### src/rtl/bias_relu.sv
// Per-channel bias add followed by ReLU and unsigned saturation.
// Two-stage valid/ready pipeline; a full stage 1 always moves into an empty stage 2.
module bias_relu #(
  parameter int unsigned I_BW    = 32,
  parameter int unsigned BIAS_BW = 32,
  parameter int unsigned O_BW    = 32,
  parameter int unsigned NUM_CH  = 8,
  parameter int unsigned CH_BW   = $clog2(NUM_CH)
) (
  input  logic                      clk_i,
  input  logic                      rst_i,
  input  logic [NUM_CH*BIAS_BW-1:0] bias_i,
  input  logic [I_BW-1:0]           data_i,
  input  logic                      valid_i,
  input  logic                      last_i,
  output logic                      ready_o,
  output logic [O_BW-1:0]           data_o,
  output logic                      valid_o,
  output logic                      last_o,
  input  logic                      ready_i
);

  // One extra bit above the wider operand keeps the sum exact.
  localparam int unsigned SUM_BW = ((I_BW > BIAS_BW) ? I_BW : BIAS_BW) + 1;
  localparam int unsigned CMP_BW = (SUM_BW > O_BW + 1) ? SUM_BW : O_BW + 1;

  logic signed [SUM_BW-1:0]  sum1_q;
  logic signed [SUM_BW-1:0]  sum_c;
  logic                      last1_q;
  logic                      v1_q;
  logic [CH_BW-1:0]          ch_q;
  logic [BIAS_BW-1:0]        bias_sel_c;
  logic [O_BW-1:0]           relu_c;
  logic [CMP_BW-1:0]         sum_ext_c;
  logic                      s1_rdy_c;
  logic                      s2_rdy_c;
  logic                      accept_c;

  assign s2_rdy_c = !valid_o || ready_i;
  assign s1_rdy_c = !v1_q || s2_rdy_c;
  assign ready_o  = s1_rdy_c;
  assign accept_c = valid_i && s1_rdy_c;

  // Bias lane for the current channel.
  always_comb begin
    bias_sel_c = '0;
    for (int unsigned k = 0; k < NUM_CH; k++) begin
      if (ch_q == CH_BW'(k)) bias_sel_c = bias_i[k*BIAS_BW +: BIAS_BW];
    end
  end

  assign sum_c = SUM_BW'($signed(data_i)) + SUM_BW'($signed(bias_sel_c));

  // ReLU and clamp to the unsigned output range.
  always_comb begin
    sum_ext_c = CMP_BW'($unsigned(sum1_q));
    relu_c    = O_BW'($unsigned(sum1_q));
    if (sum1_q[SUM_BW-1]) begin
      relu_c = '0;
    end else if (sum_ext_c > CMP_BW'({O_BW{1'b1}})) begin
      relu_c = '1;
    end
  end

  always_ff @(posedge clk_i) begin
    if (rst_i) begin
      sum1_q  <= '0;
      last1_q <= 1'b0;
      v1_q    <= 1'b0;
      ch_q    <= '0;
      data_o  <= '0;
      valid_o <= 1'b0;
      last_o  <= 1'b0;
    end else begin
      if (s1_rdy_c) begin
        v1_q <= accept_c;
        if (accept_c) begin
          sum1_q  <= sum_c;
          last1_q <= last_i;
        end
      end
      // A frame end restarts the channel sequence.
      if (accept_c) begin
        if (last_i || (ch_q == CH_BW'(NUM_CH - 1))) ch_q <= '0;
        else                                       ch_q <= ch_q + CH_BW'(1);
      end
      if (s2_rdy_c) begin
        valid_o <= v1_q;
        if (v1_q) begin
          data_o <= relu_c;
          last_o <= last1_q;
        end
      end
    end
  end

endmodule

### config.mk
export PLATFORM = sky130hd
export DESIGN_NAME = bias_relu
export DESIGN_NICKNAME = d
export VERILOG_FILES = /design/src/rtl/bias_relu.sv
export SDC_FILE = /design/constraint.sdc
export NUM_CORES = 1
export LEC_CHECK = 0
export ABC_AREA = 1
export CAP_MARGIN = 15
export CORE_UTILIZATION = 48
export DETAILED_ROUTE_END_ITERATION = 10
export MAX_ROUTING_LAYER = met4
export PLACE_DENSITY = 0.95
export SYNTH_ARGS = -nofsm -noshare
export SYNTH_HDL_FRONTEND = slang
export SYNTH_SLANG_ARGS = --single-unit
export TNS_END_PERCENT = 100
### constraint.sdc
create_clock -name clk_i -period 8.4 [get_ports clk_i]
set_input_delay 0.84 -clock clk_i [delete_from_list [all_inputs] [get_ports clk_i]]
set_output_delay 0.84 -clock clk_i [all_outputs]
set_load 0.02 [all_outputs]
Yosys cells after proc, flatten, opt, wreduce, memory -nomap -nowiden
Index checks and enable logic that the tools add are counted.
{"block": "totals", "ff_bits": 72, "input_bits": 293, "output_inout_bits": 35}
{"block": "op_classes", "mux": 11, "n_addsub": 2, "reduce_logical": 9, "n_lt_le_gt_ge": 1, "eq_ne": 7}
{"operator": "$mux 32", "count": 10}
{"operator": "$add 32x32->33", "count": 1}
{"operator": "$gt 33x32->1 const B", "count": 1}
{"operator": "$eq 3x3->1 const B", "count": 4}
{"operator": "$eq 3x2->1 const B", "count": 2}
{"operator": "$reduce_and 2->1", "count": 2}
{"operator": "$add 3x1->3 const B", "count": 1}
{"operator": "$eq 3x1->1 const B", "count": 1}
{"operator": "$logic_not 3->1", "count": 1}
{"operator": "$logic_or 1x1->1", "count": 3}
{"operator": "$mux 3", "count": 1}
{"operator": "$logic_not 1->1", "count": 2}
{"operator": "$logic_and 1x1->1", "count": 1}

Longest topological paths before layout
Gate-level depths: netlist of the first run.
{"block": "logic_depth", "word_depth": 10, "depth_mapped": 28}

Worst setup path before layout of the first run
No wires, ideal clock.
{"block": "synth_path", "path_type": "register to register", "start": "reg ch_q[2]", "end": "reg sum1_q[24]", "arrival_time_ns": 3.161, "path_buffers": 3, "setup_time_ns": 0.109, "t_required_ns": 8.291, "slack_ns": 5.130, "stages_incl_launch_ff": 28, "period_less_slack_ns": 3.270, "cell_sequence": "dfxtp_1 -> inv_2 -> buf_2 -> ha_1 -> buf_2 -> inv_1 -> clkbuf_1 -> o21ai_1 -> inv_1 -> a21oi_1 -> o21ai_1 -> a21oi_1 -> nor2_1 -> ha_1 -> inv_1 -> fa_1 -> inv_1 -> nand2_1 -> nand2_1 -> nand3_1 -> nand2_1 -> nand2_1 -> nand2_1 -> nand2_1 -> nand3_1 -> nand3_1 -> nand2_1 -> inv_1"}
{"block": "synth_between", "elab_chain_cells": 10, "elab_cells_between_ends": 17, "cone_classes": "add/sub (1); eq/ne (7); mux (8); reduce/logical (1)"}
{"item": "from (decl)", "line": "31", "rtl": "logic [CH_BW-1:0] ch_q;"}
{"item": "from (signal assigned)", "line": "85", "rtl": "else ch_q <= ch_q + CH_BW'(1);"}
{"item": "$logic_not 3->1", "line": "48", "rtl": "if (ch_q == CH_BW'(k)) bias_sel_c = bias_i[k*BIAS_BW +: BIAS_BW];"}
{"item": "$mux 32 (7 in a row)", "line": "48"}
{"item": "$mux 32 (*)", "line": "48"}
{"item": "$add 32x32->33 (*)", "line": "52", "rtl": "assign sum_c = SUM_BW'($signed(data_i)) + SUM_BW'($signed(bias_sel_c));"}
{"item": "to (signal assigned)", "line": "78", "rtl": "sum1_q <= sum_c;"}
{"item": "to (decl)", "line": "27", "rtl": "logic signed [SUM_BW-1:0] sum1_q;"}
Every way passes the cells marked *; elsewhere a longest branch is shown, timed or not.
A chain may end at the register's enable or synchronous reset.

Final worst setup path of the first run
Same ends and word-level chain as after synthesis.

==> flow_summary.toml, run 1 <==
[sta]
final_period_minus_worst_setup_slack_ns = 4.78
grt_setup_unrepaired = "false"
layout_worst_path_cycle_share_pct = 57.0
timing.setup.tns_ns = 0
final_report_setup_violation_count = 0
skew_ns = 0.00668
max_freq_mhz = 209
timing.slew.headroom_pct = 25.3
slew_worst_pin_ns = 1.12
finalMaxSlewViolations = 0
timing_hold_violations_final = 0

[logic_synthesis]
register_bit_count_reported_by_yosys = 72
synth.yosys.warnings = 0
synth-async-reset-ratio_pct = 0
netlist_top_cells_area = "sky130_fd_sc_hd__nand2_1 21%, sky130_fd_sc_hd__dfxtp_1 18%, sky130_fd_sc_hd__nor2_1 12%"
syn-cell-area_sq_mm = 0.00787
synth_top_flop_cell = "sky130_fd_sc_hd__dfxtp_1"
cell_accounting_for_the_most_synthesized_area = "sky130_fd_sc_hd__nand2_1"
synth_seq_area_share_pct = 18.3
yosys.cell_count.top_type = "sky130_fd_sc_hd__nand2_1"
avgSynthCellArea_sq_um = 5.16
syn_inst = 1524
syn-num-nets = 1856
yosys-top-cells-count = "449 x sky130_fd_sc_hd__nand2_1, 261 x sky130_fd_sc_hd__nor2_1, 212 x sky130_fd_sc_hd__inv_1, 174 x sky130_fd_sc_hd__nand3_1, 123 x sky130_fd_sc_hd__a21oi_1"
share_of_yosys_cell_area_claimed_by_the_top_area_cell_type_pct = 21.4
synth_cell_types = 27
synth_edf_count = 0

[detailed_routing]
route.detailed.drc = 0
postRouteAntennaNets = 0
detailedRoute.firstIterationViolations = 1007
drt-wirelength-per-cell_um = 16.5
vias_per_cell = 5.34
totalWireLength_um = 33400
first_pass_iters = 6
detailroute.via_count = 10800

[critical_path]
cp_data_arrival_time_ns = 5.02
worst_setup_path_start_kind = "flip-flop"
timing.critical_path.mode_cell = "sky130_fd_sc_hd__nand2_1"
critPathSlowestCell = "sky130_fd_sc_hd__inv_1"
critPathBufInv = 7
cpPeakStageDelay_ns = 0.76
critical_path.top_delay_family = "buffers and inverters"
criticalPathCategory = "reg2reg"
setup.worst_path.end_class = "flip-flop"
critPathRequiredTime_ns = 8.63
worstPathMaxFanout = 35

[power]
vdd_ir_drop_max_uv = 115
power.share.clock_pct = 25.7
power_switching_w = 0.000702
power_density_mw_per_mm2 = 150
power.share.switching_pct = 40.6
power.share.sequential_pct = 22.9
internal_power_w = 0.00103
comb_power_share_pct = 51.4
leakage_nw = 5.86

[clocking]
cts_htree_levels = 3
clk_pin_slew_worst_paths_ns = 0.06
clkLatencyLatePin_ns = 0.33
clk_root_buffer_cell = "sky130_fd_sc_hd__clkbuf_16"
clock_sink_count = 72
postCtsResizedCells = 0
cts.path.max_buffers = 2
post_cts_buffers = 0
tritoncts = "done"
numCtsBuffers = 9
holdBufCountCts = 0

[global_route]
first_global_vias = 10000
number_of_antenna_violations_at_the_first_check_in_global_routing = 1
grt_first_pass_wirelength_um = 50700
gr-total-overflow = 0
grt_util_all_layers_pct = 40.2
grt_start_max_net_pins = 73

[floorplanning]
ioPinCount = 328
design.core.area_sq_mm = 0.0159
start_util_pct = 49.3
die_height_um = 130
design.die.area_sq_mm = 0.0169
placement_rows = 46
dieWidth_um = 130

[layout]
area.growth.synth_to_final_pct = 46.2
finish.net_count = 2127
post_route_cells_drive_above_1_share_pct = 1.94
layout.core_utilization_pct = 72.1

[worst_hold_path]
min-delay-path-class = "reg2reg"

[place]
hpwl_um = 26300
port_buffers = 327
gpl.final_weighted_congestion = 1.03

[run]
max_cap_violations = 0

[status]
status = "finished, final reports clean"
-- area by class of cell --
class	count	area [sq um]
inverters	215	807
clock inverters	6	115
well taps	216	270
multi-input cells	1162	5310
clock buffers	10	229
flip-flops and latches	72	1440
repair buffers	335	3330
fillers	1420	4440
diodes	1	2.50
-- placed cells by master, fill, tap and decap left out, types with 9 or more instances in the layout --
cell type                           n
sky130_fd_sc_hd__ha_1              38
sky130_fd_sc_hd__clkbuf_16          9
sky130_fd_sc_hd__clkdlybuf4s50_1  326
sky130_fd_sc_hd__nor2_1           260
sky130_fd_sc_hd__o21ai_0           16
sky130_fd_sc_hd__nand3_1          174
sky130_fd_sc_hd__dfxtp_1           72
sky130_fd_sc_hd__inv_1            211
sky130_fd_sc_hd__xor2_1             9
sky130_fd_sc_hd__a21oi_1          123
sky130_fd_sc_hd__nand2_1          448
sky130_fd_sc_hd__o21ai_1           61
-- flip-flops by register name, indices dropped and copies added (netlist names) --
name	cells
sum1_q	33
last_o	1
data_o	32
last1_q	1
ch_q	3
v1_q	1
valid_o	1
-- routing by layer --
layer / wire [um] / GRT usage, % / vias up
li1: - / - / 5302
met1: 13300 / 46.7 / 4729
met2: 15100 / 65.1 / 604
met3: 2870 / 6.31 / 138
met4: 2140 / 24.2 / 0
met5: 0 / - / -
-- worst paths after layout --
kind	from	end	slack [ns]	cells past startpoint
hold / removal	data_o[13]$_SDFFE_PP0P_	data_o[13]$_SDFFE_PP0P_	0.46	2
setup reg to reg	ch_q[2]$_SDFFE_PP0P_	sum1_q[24]$_SDFFE_PP0P_	3.62	25
setup / recovery	ch_q[2]$_SDFFE_PP0P_	sum1_q[24]$_SDFFE_PP0P_	3.62	25
hold reg to reg	data_o[13]$_SDFFE_PP0P_	data_o[13]$_SDFFE_PP0P_	0.46	2
-- worst reg2reg max path, cell delays in order, from the launching register on --
cell and delay, ns:
sky130_fd_sc_hd__dfxtp_1 0.46, sky130_fd_sc_hd__inv_2 0.32, sky130_fd_sc_hd__ha_1 0.31, sky130_fd_sc_hd__buf_4 0.24, sky130_fd_sc_hd__inv_1 0.78, sky130_fd_sc_hd__o21ai_1 0.18
sky130_fd_sc_hd__inv_1 0.10, sky130_fd_sc_hd__a21oi_1 0.07, sky130_fd_sc_hd__o21ai_1 0.12, sky130_fd_sc_hd__a21oi_1 0.08, sky130_fd_sc_hd__nor2_1 0.12, sky130_fd_sc_hd__ha_1 0.23
sky130_fd_sc_hd__inv_1 0.07, sky130_fd_sc_hd__fa_1 0.41, sky130_fd_sc_hd__inv_1 0.14, sky130_fd_sc_hd__nand2_1 0.09, sky130_fd_sc_hd__nand2_1 0.11, sky130_fd_sc_hd__nand3_1 0.07
sky130_fd_sc_hd__nand2_1 0.14, sky130_fd_sc_hd__nand2_1 0.08, sky130_fd_sc_hd__nand2_1 0.16, sky130_fd_sc_hd__nand2_1 0.11, sky130_fd_sc_hd__nand3_1 0.08, sky130_fd_sc_hd__nand3_1 0.08
sky130_fd_sc_hd__nand2_1 0.10, sky130_fd_sc_hd__inv_1 0.04
-- cells by family (layout without fill, tap and decap cells) --
kind of cell / after synthesis / after routing / synth area share [%]
AND/OR/NAND/NOR: 907 / 907 / 46.7
other: 0 / 1 / 0
AO/OA/AOI/OAI: 206 / 206 / 13.3
flip-flops: 72 / 72 / 18.3
adder cells (fa/ha/maj): 39 / 39 / 6.30
XOR/XNOR: 10 / 10 / 1.11
buffers and inverters: 290 / 566 / 14.3
-- power groups by stage --
stage	Combinational [W]	Sequential [W]	Clock, W
finish	0.000890	0.000395	0.000445
global route	0.000984	0.000398	0.000460
CTS	0.000874	0.000394	0.000445
detailed placement	0.000866	0.000401	0
global placement	0.000856	0.000400	0
floorplan	0.000528	0.000403	0
-- through the flow --
stage	worst slack, ns	total power, W	area, sq um	hold WS, ns	instances
2_1_floorplan	5.13	0.000932	7870	0.441	1524
3_3_place_gp	3.78	0.00126	11200	0.452	2000
6_report	3.62	0.00173	11500	0.463	2017
5_1_grt	3.25	0.00184	11500	0.481	2017
4_1_cts	3.71	0.00171	11500	0.465	2016
3_5_place_dp	3.74	0.00127	11200	0.456	2000
Note: power is estimated with default switching activity, not from simulation.
==> run 2, diff against run 1 <==
CORE_UTILIZATION = 40   (was 48)
PLACE_DENSITY = 0.9   (was 0.95)
clock period = 4.32 ns   (was 8.4 ns; I/O delays follow)
==> flow_summary.toml, run 2 (same netlist as run 1, synthesis figures left out) <==
[status]
status = "finished, final reports clean"

[place]
placedCellCount = 2055
hpwl_um = 25800
port_buffers = 327
gpl.final_weighted_congestion = 1.04
dpl_worst_slack_ns = 0.563
dpl-instance-area_sq_mm = 0.0113

[sta]
grt_setup_unrepaired = "false"
setup_ws_ns = 0.461
max_freq_mhz = 259
slew_worst_pin_ns = 0.980
timing.slew.headroom_pct = 34.6
finalMaxSlewViolations = 0
final_report_setup_violation_count = 0
final_period_minus_worst_setup_slack_ns = 3.86
timing_hold_violations_final = 0
layout_worst_path_cycle_share_pct = 89.3
skew_ns = 0.0123
timing.setup.tns_ns = 0

[clocking]
clkLatencyLatePin_ns = 0.35
clk_pin_slew_worst_paths_ns = 0.06
clock_sink_count = 72
cts.path.max_buffers = 2
post_cts_buffers = 0
tritoncts = "done"
numCtsBuffers = 9
holdBufCountCts = 0
clk_root_buffer_cell = "sky130_fd_sc_hd__clkbuf_16"
cts_htree_levels = 3
postCtsResizedCells = 0

[critical_path]
cp_data_arrival_time_ns = 4.10
critPathRequiredTime_ns = 4.56
slack_of_the_worst_reg_to_reg_path_ns = 0.46
timing.critical_path.mode_cell = "sky130_fd_sc_hd__nand2_1"
regToRegEndpoint = "sum1_q[27]$_SDFFE_PP0P_"
crit_path_start = "ch_q[0]$_SDFFE_PP0P_"
critPathSlowestCell = "sky130_fd_sc_hd__nand2_2"
worst_setup_path_start_kind = "flip-flop"
criticalPathCategory = "reg2reg"
crit_path_cell_trace = "inv_1, ha_1, nand2_2, buf_4, nand2_1, a21oi_1, o21ai_1, a21oi_1, nor2_1, ha_1, nand2_1, inv_1, nand2_1, nor3_1, and2_1, nand2_1, nand3_1, nand3_1, nand2_1, inv_1"
worstReg2RegStart = "ch_q[0]$_SDFFE_PP0P_"
worstPathMaxFanout = 39
setup.worst_path.end_class = "flip-flop"
cpPeakStageDelay_ns = 0.53
timing.reg2reg.worst_path_depth = 20

[layout]
post_route_cells_drive_above_1_share_pct = 2.60
post_layout_nonfiller_instances = 2071
n_antenna_cell = 0
largest_register_ff_count = 33
count_of_fill_cells_added_during_filler_insertion = 1887
post-route-cell-area_sq_mm = 0.0116
top_regs = "sum1_q x33, data_o x32, ch_q x3"
commonest_non_fill_non_tap_cell_in_the_layout = "sky130_fd_sc_hd__nand2_1"
area.growth.synth_to_final_pct = 47.5
registers.top_by_ff_count = "sum1_q"
layout.cells.most_common_list = "448 x sky130_fd_sc_hd__nand2_1, 326 x sky130_fd_sc_hd__clkdlybuf4s50_1, 260 x sky130_fd_sc_hd__nor2_1, 211 x sky130_fd_sc_hd__inv_1, 174 x sky130_fd_sc_hd__nand3_1"
finish.net_count = 2138

[power]
post-layout-total-power_w = 0.00324
power_density_mw_per_mm2 = 279
leakage_nw = 5.89
vdd_ir_drop_max_uv = 196

[detailed_routing]
route.detailed.drc = 0
detailroute.via_count = 10600
vias_per_cell = 5.10
drt-wirelength-per-cell_um = 15.5
totalWireLength_um = 32200
first_pass_iters = 9
detailedRoute.firstIterationViolations = 1036
postRouteAntennaNets = 0

[floorplanning]
design.die.area_sq_mm = 0.0202
start_util_pct = 41.4
placement_rows = 50
die_height_um = 142
ioPinCount = 328
dieWidth_um = 142
design.core.area_sq_mm = 0.0190

[global_route]
grt_first_pass_wirelength_um = 49500
grt_util_all_layers_pct = 32.3
first_global_vias = 9654
gr-total-overflow = 0
grt_start_max_net_pins = 65
number_of_antenna_violations_at_the_first_check_in_global_routing = 0

[run]
max_cap_violations = 0

[worst_hold_path]
worst_hold_path.num_cells = 2
min-delay-path-class = "reg2reg"
min_to = "data_o[17]$_SDFFE_PP0P_"
min-delay-start = "data_o[17]$_SDFFE_PP0P_"
==> run 2: final cells by class <==
class,instances,area (sq um),area share [%]
flip-flops and latches,72,1440,12.4
clock inverters,7,76.3,0.658
clock buffers,9,225,1.94
inverters,215,807,6.95
repair buffers,346,3420,29.5
multi-input cells,1162,5310,45.7
well taps,260,325,2.80
==> run 2: worst max-delay path by stage <==
stage	cells past startpoint	end	slack, ns
3_5_place_dp	20	sum1_q[25]$_SDFFE_PP0P_	0.56
6_report	20	sum1_q[27]$_SDFFE_PP0P_	0.46
3_3_place_gp	20	sum1_q[27]$_SDFFE_PP0P_	0.62
5_1_grt	20	sum1_q[27]$_SDFFE_PP0P_	0.14
4_1_cts	20	sum1_q[27]$_SDFFE_PP0P_	0.53
2_1_floorplan	27	sum1_q[24]$_SDFFE_PP0P_	1.05
==> run 2: worst max-delay path: cells and delay by family, from the launching register on <==
family	cells	cell delay, ns
AO/OA/AOI/OAI	3	0.43
flip-flops	1	0.37
adder cells (fa/ha/maj)	2	0.64
buffers and inverters	4	0.61
AND/OR/NAND/NOR	11	1.67
==> run 2: layer usage <==
metal / track usage (%) / up-vias / wire length, um
li1: - / 5322 / -
met1: 38.9 / 4629 / 13500
met2: 55.1 / 531 / 14900
met3: 5.32 / 81 / 2750
met4: 9.28 / 0 / 952
met5: - / - / 0
==> run 2: stage by stage <==
stage / hold WS, ns / util, %
global placement: 0.455 / 59.4
detailed placement: 0.457 / 59.4
CTS: 0.466 / 61.0
global route: 0.482 / 61.0
floorplan: 0.441 / -
finish: 0.462 / 61.0
==> run 2: power breakdown <==
part / internal, W / switching [W]
Sequential: 0.000728 / 0.0000373
Clock: 0.000452 / 0.000302
Combinational: 0.000709 / 0.00101
Total: 0.00189 / 0.00135
==> run 3, diff against run 2 <==
MAX_ROUTING_LAYER = not set   (was met4)
==> flow_summary.toml, run 3 (same netlist as run 1, synthesis figures left out) <==
[sta]
setup_ws_ns = 0.480
final_period_minus_worst_setup_slack_ns = 3.84
timing.setup.tns_ns = 0
timing.slew.headroom_pct = 29.2
max_freq_mhz = 260
layout_worst_path_cycle_share_pct = 88.9
final.hold.worst_slack_ns = 0.461
timing_hold_violations_final = 0
grt_setup_unrepaired = "false"
finalMaxSlewViolations = 0
slew_worst_pin_ns = 1.06
skew_ns = 0.00818
final_report_setup_violation_count = 0

[critical_path]
critPathRequiredTime_ns = 4.57
setup.worst_path.end_class = "flip-flop"
worst_setup_path_start_kind = "flip-flop"
criticalPathCategory = "reg2reg"
cp_data_arrival_time_ns = 4.09
worstPathMaxFanout = 27

[detailed_routing]
totalWireLength_um = 33400
detailroute.via_count = 10500
first_pass_iters = 7
postRouteAntennaNets = 0
route.detailed.drc = 0
detailedRoute.firstIterationViolations = 777
drt-wirelength-per-cell_um = 16.1
vias_per_cell = 5.08

[global_route]
grt_start_max_net_pins = 44
grtUsageMet1_pct = 40.0
gr_met2_demand_resource_pct = 56.3
number_of_antenna_violations_at_the_first_check_in_global_routing = 1
first_global_vias = 9813
most_crowded_layer_after_global_routing = "met2"
grt_first_pass_wirelength_um = 51300
grt.met3_usage_pct = 6.70
gr-total-overflow = 0
grt_util_all_layers_pct = 32.8

[layout]
top_regs = "sum1_q x33, data_o x32, ch_q x3"
layout.cells.most_common_list = "448 x sky130_fd_sc_hd__nand2_1, 326 x sky130_fd_sc_hd__clkdlybuf4s50_1, 260 x sky130_fd_sc_hd__nor2_1, 211 x sky130_fd_sc_hd__inv_1, 174 x sky130_fd_sc_hd__nand3_1"
count_of_fill_cells_added_during_filler_insertion = 1901
commonest_non_fill_non_tap_cell_in_the_layout = "sky130_fd_sc_hd__nand2_1"
n_antenna_cell = 0
post_route_cells_drive_above_1_share_pct = 2.70
registers.top_by_ff_count = "sum1_q"
finish.net_count = 2140
largest_register_ff_count = 33
layout.core_utilization_pct = 61.5
area.growth.synth_to_final_pct = 48.7

[floorplanning]
design.core.area_sq_mm = 0.0190
start_util_pct = 41.4
design.die.area_sq_mm = 0.0202
die_height_um = 142
placement_rows = 50
ioPinCount = 328
dieWidth_um = 142

[clocking]
holdBufCountCts = 0
postCtsResizedCells = 0
clk_root_buffer_cell = "sky130_fd_sc_hd__clkbuf_16"
numCtsBuffers = 9
cts.path.max_buffers = 2
post_cts_buffers = 0
clkLatencyLatePin_ns = 0.34
clock_sink_count = 72
cts_htree_levels = 3
tritoncts = "done"
clk_pin_slew_worst_paths_ns = 0.06

[run]
max_cap_violations = 0

[place]
dpl_worst_slack_ns = 0.541
gpl.final_weighted_congestion = 1.01
port_buffers = 327
hpwl_um = 26900

[power]
vdd_ir_drop_max_uv = 167
leakage_nw = 5.94
power_density_mw_per_mm2 = 293

[worst_hold_path]
min-delay-path-class = "reg2reg"

[status]
status = "finished, final reports clean"
## run 3: critical path, cell delays in order (launching register included)
cell                      delay [ns]
sky130_fd_sc_hd__dfxtp_1        0.36
sky130_fd_sc_hd__inv_1          0.10
sky130_fd_sc_hd__ha_1           0.24
sky130_fd_sc_hd__nand2_2        0.38
sky130_fd_sc_hd__buf_4          0.38
sky130_fd_sc_hd__nand2_1        0.08
sky130_fd_sc_hd__a21oi_1        0.13
sky130_fd_sc_hd__o21ai_1        0.09
sky130_fd_sc_hd__a21oi_1        0.17
sky130_fd_sc_hd__nor2_1         0.11
sky130_fd_sc_hd__ha_1           0.36
sky130_fd_sc_hd__nand2_1        0.12
sky130_fd_sc_hd__nor2_1         0.30
sky130_fd_sc_hd__nand3_1        0.16
sky130_fd_sc_hd__nand2_1        0.15
sky130_fd_sc_hd__nand2_1        0.11
sky130_fd_sc_hd__nand2_1        0.16
sky130_fd_sc_hd__nand2_1        0.09
sky130_fd_sc_hd__nand3_1        0.08
sky130_fd_sc_hd__nand3_1        0.08
sky130_fd_sc_hd__nand2_1        0.07
sky130_fd_sc_hd__inv_1          0.03
## run 3: per-stage QoR
stage / instances / power, W / instance area [sq um]
floorplan: 1524 / 0.00181 / 7870
global placement: 2057 / 0.00247 / 11300
detailed placement: 2057 / 0.00248 / 11300
CTS: 2073 / 0.00341 / 11700
global route: 2073 / 0.00366 / 11700
finish: 2073 / 0.00343 / 11700
## run 3: worst paths after layout
| path | startpoint | to | slack, ns | depth (start not counted) |
|---|---|---|---|---|
| max | ch_q[0]$_SDFFE_PP0P_ | sum1_q[23]$_SDFFE_PP0P_ | 0.48 | 21 |
| min | data_o[2]$_SDFFE_PP0P_ | data_o[2]$_SDFFE_PP0P_ | 0.46 | 2 |
| max reg2reg | ch_q[0]$_SDFFE_PP0P_ | sum1_q[23]$_SDFFE_PP0P_ | 0.48 | 21 |
| min reg2reg | data_o[2]$_SDFFE_PP0P_ | data_o[2]$_SDFFE_PP0P_ | 0.46 | 2 |
## run 3: layout make-up
type / instances / area, sq um / area share [%]
timing repair buffer: 348 / 3450 / 29.5
sequential: 72 / 1440 / 12.3
clock inverter: 7 / 143 / 1.22
tap: 260 / 325 / 2.78
inverter: 215 / 807 / 6.90
clock buffer: 9 / 225 / 1.92
multi-input combinational: 1162 / 5310 / 45.4
## run 3: power by group
group	switching, W	internal, W	total (W)
logic	0.00102	0.000712	0.00173
registers	0.0000396	0.000728	0.000768
clock network	0.000304	0.000624	0.000929
## run 3: layer usage
| metal | up-vias | share of wire, % |
|---|---|---|
| met4 | 2 | 3.9 |
| met1 | 4698 | 42 |
| met3 | 77 | 7.4 |
| met5 | - | 0.033 |
| met2 | 446 | 47 |
| li1 | 5318 | - |
